## src/rtl/booth_arith_unit.sv

```systemverilog
// booth_arith_unit: exact signed add/sub path plus a sequential radix-2 Booth multiplier.
module booth_arith_unit #(
  parameter int WIDTH = 8
) (
  input  logic                 clk,
  input  logic                 rst,
  input  logic [WIDTH-1:0]     x,
  input  logic [WIDTH-1:0]     y,
  input  logic                 op,
  output logic [WIDTH:0]       z,
  input  logic                 start,
  input  logic [WIDTH-1:0]     multiplicand,
  input  logic [WIDTH-1:0]     multiplier,
  output logic [2*WIDTH-1:0]   outbus,
  output logic                 done,
  output logic                 busy
);
  localparam int CW = $clog2(WIDTH + 1);
  typedef enum logic [1:0] {IDLE, BUSY, DONE} state_t;
  state_t               state_q;
  logic [WIDTH-1:0]     m_q, q_q, q_d;
  logic [WIDTH:0]       a_q, a_d, a_sum, m_ext;
  logic                 qm1_q, qm1_d;
  logic [CW-1:0]        cnt_q;
  logic [2*WIDTH-1:0]   outbus_q;
  logic                 done_q, busy_q;
  logic [2*WIDTH+1:0]   sh;
  assign z = op ? {x[WIDTH-1], x} - {y[WIDTH-1], y} : {x[WIDTH-1], x} + {y[WIDTH-1], y};
  assign m_ext = {m_q[WIDTH-1], m_q};
  // A carries one guard bit so that subtracting the most negative M stays exact
  always_comb begin
    a_sum = ({q_q[0], qm1_q} == 2'b01) ? a_q + m_ext :
            ({q_q[0], qm1_q} == 2'b10) ? a_q - m_ext : a_q;
  end
  assign sh = $signed({a_sum, q_q, qm1_q}) >>> 1;
  assign {a_d, q_d, qm1_d} = sh;
  always_ff @(posedge clk) begin
    if (rst) begin
      state_q  <= IDLE;
      outbus_q <= '0;
      done_q   <= 1'b0;
      busy_q   <= 1'b0;
      cnt_q    <= '0;
      m_q      <= '0;
      q_q      <= '0;
      a_q      <= '0;
      qm1_q    <= 1'b0;
    end else begin
      case (state_q)
        IDLE: begin
          done_q <= 1'b0;
          if (start) begin
            m_q     <= multiplicand;
            q_q     <= multiplier;
            a_q     <= '0;
            qm1_q   <= 1'b0;
            cnt_q   <= '0;
            busy_q  <= 1'b1;
            state_q <= BUSY;
          end
        end
        BUSY: begin
          a_q   <= a_d;
          q_q   <= q_d;
          qm1_q <= qm1_d;
          cnt_q <= cnt_q + 1'b1;
          if (cnt_q == CW'(WIDTH - 1)) begin
            outbus_q <= {a_d[WIDTH-1:0], q_d};
            done_q   <= 1'b1;
            busy_q   <= 1'b0;
            state_q  <= DONE;
          end
        end
        DONE: begin
          // a held start must not retrigger; wait for it to drop first
          if (!start) begin
            done_q  <= 1'b0;
            state_q <= IDLE;
          end
        end
        default: state_q <= IDLE;
      endcase
    end
  end
  assign outbus = outbus_q;
  assign done   = done_q;
  assign busy   = busy_q;
endmodule

```

## config.mk

```make
export PLATFORM = sky130hd
export DESIGN_NAME = booth_arith_unit
export DESIGN_NICKNAME = d
export VERILOG_FILES = /design/src/rtl/booth_arith_unit.sv
export SDC_FILE = /design/constraint.sdc
export NUM_CORES = 1
export LEC_CHECK = 0
export CAP_MARGIN = 20
export CORE_MARGIN = 2
export CORE_UTILIZATION = 35
export CTS_BUF_LIST = sky130_fd_sc_hd__clkbuf_8
export DETAILED_ROUTE_END_ITERATION = 16
export SYNTH_ARGS = -nofsm -noshare
export SYNTH_HDL_FRONTEND = slang
export SYNTH_SLANG_ARGS = --single-unit
```

## constraint.sdc

```tcl
create_clock -name clk -period 6.5 [get_ports clk]
set_input_delay 1.95 -clock clk [delete_from_list [all_inputs] [get_ports clk]]
set_output_delay 1.95 -clock clk [all_outputs]
set_load 0.02 [all_outputs]
```

==> results of run 1 <==
==> registers in the layout, summed over array words and instances (netlist names) <==
signal,flops
busy,1
qm1_q,1
outbus,16
a_q,8
done,1
state_q,2
m_q,8
q_q,8
cnt_q,4
==> cells in the final DEF (no fill, tap or decap), drive strengths merged, types with 4 or more instances in the layout <==
cell type / count
clkdlybuf4s50: 54
a221oi: 4
o21bai: 5
nor2b: 9
inv: 30
mux2i: 13
nand2: 33
xnor2: 18
a22oi: 8
buf: 20
clkbuf: 7
dfxtp: 49
a211oi: 4
nor2: 69
o221a: 4
nor3: 8
xor2: 4
a21oi: 46
ha: 26
o21ai: 11
a2111oi: 4
nand2b: 8
==> report_power, final <==
group	switching (µW)	total [µW]	internal (µW)	leakage (µW)
combinational	130	252	122	0.00127
clock	112	188	76.6	0.0000445
sequential	14.3	326	312	0.000399
total	256	767	511	0.00171
==> how the worst max path moves through the flow <==
| stage | to | slack (ns) | depth (start not counted) |
|---|---|---|---|
| 4_1_cts | z[6] | 0.02 | 12 |
| 3_5_place_dp | z[8] | -0.40 | 12 |
| 3_3_place_gp | z[8] | -0.39 | 12 |
| 5_1_grt | z[8] | 0.02 | 11 |
| 6_report | z[8] | 0.22 | 10 |
| 2_1_floorplan | z[6] | 0.58 | 9 |
==> tightest hold or removal path: stages (launching register included) <==
cell     delay, ns
dfxtp_1       0.32
nand2_1       0.05
a21oi_1       0.05
==> cell families (layout without fill, tap and decap cells) <==
| kind of cell | count (synthesis) | count (layout) |
|---|---|---|
| AOI/OAI and AO/OA | 106 | 106 |
| xor gates and xnor gates | 22 | 22 |
| adders and majority gates | 29 | 29 |
| buffers and inverters | 50 | 117 |
| DFF | 49 | 49 |
| muxes | 16 | 16 |
| and+or+nand+nor | 143 | 143 |
==> stage by stage <==
stage / hold slack (ns) / TNS (ns) / instances / util (%)
after detailed placement: 0.447 / -1.46 / 601 / 44.6
after global routing: 0.493 / 0 / 611 / 45.7
after global placement: 0.444 / -1.34 / 601 / 44.6
after CTS: 0.462 / 0 / 609 / 45.5
after floorplan: 0.445 / 0 / 415 / -
final: 0.461 / 0 / 611 / 45.7
==> area by class of cell <==
class	count	area, µm²	share of cell area [%]
Clock buffer	5	68.8	1.63
Clock inverter	3	21.3	0.504
Inverter	29	109	2.58
Multi-Input combinational cell	316	2130	50.5
Sequential cell	49	981	23.2
Tap cell	129	161	3.82
Timing Repair Buffer	80	748	17.7
==> per-layer routing <==
metal | up-vias | part of all wire, %
met2 | 66 | 48
met1 | 1436 | 46
met5 | - | 0
li1 | 1568 | -
met4 | 0 | 0.76
met3 | 5 | 4.7
==> repair_timing <==
action / CTS / global route
pin swaps: 0 / 8
setup endpoints to repair: 5 / 5
hold buffers: 0 / 0
buffers inserted: 0 / 1
resized for setup: 16 / 10
==> out/summary.txt, run 1 <==
Status - complete, no violations
Worst Path Required - 4.55 ns
Setup crit start - y[3]
Synth warnings - 0
Slowest CP cell - clkdlybuf4s50_1
Dpl hpwl - 5960 µm
Starting Density - 35.9%
Slew Limit Headroom - 50.0%
Max-cap violations - 0
Synthesized Nets - 480
Die area - 10300 µm²
Synth Area in Compound Gates - 22.0%
Mux contribution to synthesized area - 4.94%
Most common cell in the netlist - nor2_1
R2r startpoint - a_q[0]$_SDFFE_PP0P_
Period utilization - 96.6%
Initial drt markers - 112
Sink Count - 49
Initial antenna violation count - 0
Largest net degree at the start of global routing - 50
GR Layer Usage met3 - 2.62%
Remaining global-route overflow - 0
Top fanout value on the critical path - 3
Simple-gate share of the synthesized area - 19.8%
ANT nets after route - 0
Max Clk Rate - 159 MHz
Crit path capture type - output port
First-pass GRT wire length - 13200 µm
Via density - 5.03
Antenna Cells - 0
Fillers - 930
Slew at the pin closest to its max-slew limit - 0.749 ns
Endpoints failing hold - 0
Peak supply drop - 0.0000863 V
Total Routing Usage GR - 15.7%
Crit path kind - in -> out
Crit-path most repeated cell - xnor2_1
Synthesized area - 3320 µm²
Post-synth top cells - nor2_1 (68), dfxtp_1 (49), a21oi_1 (44)
Synth top area share - 29.6%
Final Setup Violations - 0
Crit path max-delay family - compound AO/OA/AOI/OAI gates
Synth Area in XOR/XNOR - 5.80%
Netlist cell types - 60
Share of cells above drive strength 1 - 10.6%
Layout Nets - 546
Die width - 101 µm
M2 GR Usage - 27.9%
Root Buffer - clkbuf_8
Flops & latches, synth - 49
Routed length per placed instance - 13.1 µm
Final clock skew - 0.00778 ns
Reg2Reg Depth - 10
Vias in the first global route - 2831
Avg Cell Area, Syn - 8.00 µm²
Worst endpoint data arrival time - 4.33 ns
# rows - 35
Core ar. - 9240 µm²
Clk buf depth - 2
Synth area leader - dfxtp_1
IO buf count - 62
DRC - 0
Setup ws final - 0.221 ns
# IOs - 63
Detailed-route via count - 3075
Async SR Flop Fraction - 0%
Syn-to-layout area delta - 27.2%
Pre-CTS setup slack - -0.399 ns
GR peak layer - met2
Worst-path clk slew - 0.10 ns
Post-Place Cell Area - 4120 µm²
Mapped Cells - 415
Post-Synth Adder-Cell Area - 11.6%
Max stage delay on crit path - 0.46 ns
Area contributors post-synth - dfxtp_1 (30%), ha_1 (9.8%), nor2_1 (7.7%), a21oi_1 (6.6%), xnor2_1 (4.7%)
GP Congestion - 0.874
Final instance area - 4220 µm²
Post-synth EDFFs - 0
Design Power - 767 µW
Final min period - 6.28 ns
PwrDens - 182 nW/µm²
Slew Viols, Final - 0
RSZ-0062 raised after global routing - no
Worst Hold Launch - outbus[2]$_SDFFE_PP0P_
Leakage - 0.00171 µW
CP cell instances - clkdlybuf4s50_1 > nor3b_1 > nor2_1 > xnor2_1 > ha_1 > a21boi_1 > o21a_1 > o41a_1 > xnor2_1 > buf_4
Grt met1 use - 20.2%
Most common flop cell mapped by yosys - dfxtp_1
Clock latency on the worst-skew pair - 0.31 ns
R2R Setup Slk - 4.06 ns
Reg2reg end - outbus[13]$_SDFFE_PP0P_
Hold Path Depth - 2
CTS tree - built
Die outline height - 101 µm
Sequential fraction of the synthesis area - 29.6%
DRT Pass-1 Iters - 4
H-Tree Depth - 2
DRT Wirelength - 8030 µm
CP startpoint kind - input pin
CP bufs+invs - 2
Main combinational cell family by area after synthesis - compound AO/OA/AOI/OAI gates
Hold/Removal Path Class - reg -> reg
Num CTS Buffers - 5
Hold Path End - outbus[2]$_SDFFE_PP0P_
Note: power is estimated with default switching activity, not from simulation.
==> inputs of run 2 (changes only) <==
--- a/config.mk
+++ b/config.mk
@@ -10,6 +10,8 @@
 export CORE_UTILIZATION = 35
 export CTS_BUF_LIST = sky130_fd_sc_hd__clkbuf_8
 export DETAILED_ROUTE_END_ITERATION = 16
+export GPL_ROUTABILITY_DRIVEN = 0
+export SLEW_MARGIN = 20
 export SYNTH_ARGS = -nofsm -noshare
 export SYNTH_HDL_FRONTEND = slang
 export SYNTH_SLANG_ARGS = --single-unit
==> constraint.sdc (replaced) <==
create_clock -name clk -period 6.5 [get_ports clk]
set_input_delay 0.975 -clock clk [delete_from_list [all_inputs] [get_ports clk]]
set_output_delay 0.975 -clock clk [all_outputs]
set_load 0.02 [all_outputs]
==> run 2 against run 1 <==
- clock power up 4%
- combinational power about the same
- final cell count down 2.5%
- critical path depth grew 2
- sequential cell count stayed put
- largest cell class unchanged
==> out/summary.txt, run 2 (synthesis gave the netlist of run 1 again) <==
Status - complete, no violations
Die area - 10300 µm²
Routed length per placed instance - 13.5 µm
Core ar. - 9240 µm²
Reg2Reg Depth - 10
Top fanout value on the critical path - 4
Final core occ - 44.6%
Final hold slack - 0.460 ns
Worst-path clk slew - 0.10 ns
Initial antenna violation count - 0
R2r startpoint - a_q[0]$_SDFFE_PP0P_
Peak supply drop - 0.000107 V
R2R Setup Slk - 4.05 ns
Post-Place Cell Area - 4020 µm²
Sink Count - 49
Final instance area - 4120 µm²
Largest net degree at the start of global routing - 50
Antenna Cells - 0
H-Tree Depth - 2
RSZ-0062 raised after global routing - no
Slew Viols, Final - 0
Initial drt markers - 184
Setup crit start - y[0]
IO buf count - 62
Hold_buf cts - 0
Layout Nets - 531
Worst endpoint data arrival time - 4.15 ns
Vias in the first global route - 2957
Clk buf depth - 2
Via density - 5.02
Worst Hold Launch - outbus[2]$_SDFFE_PP0P_
CP startpoint kind - input pin
DRC - 0
Setup TNS Final - 0 ns
Die width - 101 µm
Crit path capture type - output port
Period utilization - 78.8%
Hold Path Depth - 2
DRT Pass-1 Iters - 5
Hold/Removal Path Class - reg -> reg
Detailed-route via count - 2994
Final min period - 5.12 ns
PwrDens - 187 nW/µm²
Hold Path End - outbus[2]$_SDFFE_PP0P_
Max FFs per register - 16
Total Routing Usage GR - 16.2%
DRT Wirelength - 8030 µm
Slew at the pin closest to its max-slew limit - 0.757 ns
Reg2reg end - outbus[13]$_SDFFE_PP0P_
Fillers - 949
Root Buffer - clkbuf_8
Commonest non-fill, non-tap cells in the layout - nor2_1 (67), clkdlybuf4s50_1 (62), dfxtp_1 (49)
Clock latency on the worst-skew pair - 0.31 ns
Final clock skew - 0.00916 ns
Remaining global-route overflow - 0
Share of cells above drive strength 1 - 6.85%
# rows - 35
Crit path kind - in -> out
# IOs - 63
Post-CTS resize count - 0
Num CTS Buffers - 5
Final Setup Violations - 0
Endpoints failing hold - 0
Slew Limit Headroom - 49.5%
Dpl hpwl - 5890 µm
Syn-to-layout area delta - 24.2%
ANT nets after route - 0
Worst Path Required - 5.52 ns
Max Clk Rate - 195 MHz
Most common cell after layout, fill and taps aside - nor2_1
Starting Density - 35.9%
Leakage - 0.00161 µW
Max-cap violations - 0
Post-CTS setup buffer count - 0
First-pass GRT wire length - 13500 µm
CTS tree - built
Die outline height - 101 µm
run 2: area by class of cell:
type	instances	area, µm²	area share (%)
clock buffer	5	68.8	1.67
tap	129	161	3.92
clock inverter	3	26.3	0.638
timing repair buffer	65	643	15.6
multi-input combinational	316	2130	51.7
sequential	49	981	23.8
inverter	29	109	2.64
run 2: report_power, final:
| part | internal (µW) | switching [µW] | total, µW |
|---|---|---|---|
| registers | 312 | 14.7 | 327 |
| logic | 121 | 127 | 249 |
| clock network | 78.6 | 117 | 195 |
| total | 512 | 259 | 771 |
run 2: stage by stage:
stage                     cells  setup WS (ns)  power, µW
after floorplan             415           2.53        497
after global placement      588           1.46        578
after detailed placement    588           1.41        582
after CTS                   596           1.39        778
after global routing        596           1.17        818
final                       596           1.38        771
run 2: layer usage:
metal	vias to the layer above	share of wire, %	global-route usage, %
met3	4	4.2	2.83
li1	1539	-	-
met5	-	0	0
met4	0	0.76	3.64
met2	67	47	28.2
met1	1384	48	20.9
run 2: worst max path at each step:
stage | to | slack (ns) | depth (start not counted)
after floorplan | z[6] | 2.53 | 9
after global placement | z[8] | 1.46 | 12
after detailed placement | z[8] | 1.41 | 12
after CTS | z[8] | 1.39 | 12
after global routing | z[5] | 1.17 | 13
final | z[8] | 1.38 | 12
run 2: worst max-delay path, stage by stage:
cell             delay, ns
clkdlybuf4s50_1       0.53
inv_1                 0.06
ha_1                  0.29
mux2_2                0.29
fa_1                  0.44
nor2b_1               0.14
o21ai_1               0.08
a21boi_0              0.27
o21a_1                0.18
o41a_1                0.15
xnor2_1               0.12
clkdlybuf4s50_1       0.62
==> inputs of run 3 (changes only) <==
==> constraint.sdc (replaced) <==
create_clock -name clk -period 5.2 [get_ports clk]
set_input_delay 0.78 -clock clk [delete_from_list [all_inputs] [get_ports clk]]
set_output_delay 0.78 -clock clk [all_outputs]
set_load 0.02 [all_outputs]
==> run 3 against run 2 <==
- count of clock-buffer cells in the layout unchanged
- critical path depth is the same
- clock skew increased by 0.00086 ns
- critical path type unchanged
- critical endpoint unchanged
- largest cell class unchanged
- largest power group unchanged
==> out/summary.txt, run 3 (synthesis gave the netlist of run 1 again) <==
IO buf count - 62
Worst Path Required - 4.42 ns
Period utilization - 90.0%
Starting Density - 35.9%
Antenna Cells - 0
Crit-path most repeated cell - clkdlybuf4s50_1
R2R Setup Slk - 2.66 ns
Slew Limit Headroom - 39.1%
CP cell instances - clkdlybuf4s50_1 > inv_1 > ha_1 > mux2_2 > fa_1 > nor2b_1 > o21ai_1 > a21boi_0 > o21a_1 > o41a_1 > xnor2_1 > clkdlybuf4s50_1
Setup ws final - 0.522 ns
Layout Nets - 531
Peak supply drop - 0.000152 V
# IOs - 63
Crit path capture type - output port
Status - complete, no violations
Final min period - 4.68 ns
Slew at the pin closest to its max-slew limit - 0.911 ns
Die outline height - 101 µm
Via density - 5.09
Most common cell after layout, fill and taps aside - nor2_1
CP bufs+invs - 3
Fillers - 951
Crit path kind - in -> out
H-Tree Depth - 2
PwrDens - 231 nW/µm²
Crit path max-delay family - buffers and inverters
Max FFs per register - 16
Die area - 10300 µm²
DRT Pass-1 Iters - 4
Hold_buf cts - 0
Sink Count - 49
Max-cap violations - 0
Final hold slack - 0.460 ns
Detailed-route via count - 3036
Dpl hpwl - 5960 µm
Final clock skew - 0.0100 ns
Initial drt markers - 109
Endpoints failing hold - 0
DRC - 0
Final Setup Violations - 0
Num CTS Buffers - 5
Root Buffer - clkbuf_8
Syn-to-layout area delta - 23.9%
Remaining global-route overflow - 0
Post-CTS setup buffer count - 0
ANT nets after route - 0
DRT Wirelength - 8060 µm
Slowest CP cell - clkdlybuf4s50_1
Share of cells above drive strength 1 - 6.64%
Largest net degree at the start of global routing - 29
Worst-path clk slew - 0.10 ns
Worst endpoint data arrival time - 3.90 ns
Top fanout value on the critical path - 4
Routed length per placed instance - 13.5 µm
Vias in the first global route - 2908
Slew Viols, Final - 0
Hold/Removal Path Class - reg -> reg
Pre-CTS setup slack - 0.513 ns
RSZ-0062 raised after global routing - no
Max Clk Rate - 214 MHz
Clock latency on the worst-skew pair - 0.31 ns
Setup TNS Final - 0 ns
Die width - 101 µm
CTS tree - built
Post-CTS resize count - 0
Leakage - 0.00161 µW
Commonest non-fill, non-tap cells in the layout - nor2_1 (67), clkdlybuf4s50_1 (62), dfxtp_1 (49)
Total Routing Usage GR - 15.7%
Max stage delay on crit path - 0.62 ns
First-pass GRT wire length - 13200 µm
CP startpoint kind - input pin
Clk buf depth - 2
Initial antenna violation count - 0
Core ar. - 9240 µm²
# rows - 35
## run 3: cell counts in the layout (fill, tap and decap cells not counted)
No cell type changed its count.
## run 3: layer usage
layer	part of all wire, %	global-route usage (%)
met2	48	27.9
met4	0.45	3.64
met3	3.9	2.42
met5	0	0
met1	47	20.1
## run 3: per-stage QoR
step / power, µW / std cells / instance area, µm² / util, %
6_report: 952 / 596 / 4110 / 44.5
4_1_cts: 957 / 596 / 4110 / 44.5
5_1_grt: 1000 / 596 / 4110 / 44.5
3_5_place_dp: 729 / 588 / 4020 / 43.5
2_1_floorplan: 622 / 415 / 3320 / -
3_3_place_gp: 722 / 588 / 4020 / 43.5
## run 3: final timing paths
path	startpoint	endpoint	cells after the start
setup reg to reg	m_q[0]$_SDFFE_PP0P_	outbus[13]$_SDFFE_PP0P_	9
hold reg to reg	outbus[2]$_SDFFE_PP0P_	outbus[2]$_SDFFE_PP0P_	2
hold / removal	outbus[2]$_SDFFE_PP0P_	outbus[2]$_SDFFE_PP0P_	2
setup / recovery	y[0]	z[8]	12
## run 3: report_power, final
group	total (µW)	internal, µW	switching, µW
combinational	312	152	161
sequential	408	390	18.4
clock	231	93.3	138
total	952	635	317
## run 3: cell type report
type	count	area [µm²]	share of cell area, %
Clock buffer	5	68.8	1.67
Inverter	29	109	2.65
Timing Repair Buffer	65	643	15.6
Clock inverter	3	18.8	0.456
Multi-Input combinational cell	316	2130	51.8
Tap cell	129	161	3.92
Sequential cell	49	981	23.8
## run 3: tightest hold or removal path, cell delays in order (launching register included)
cell and delay [ns]:
dfxtp_1 0.32, nand2_1 0.05, a21oi_1 0.05
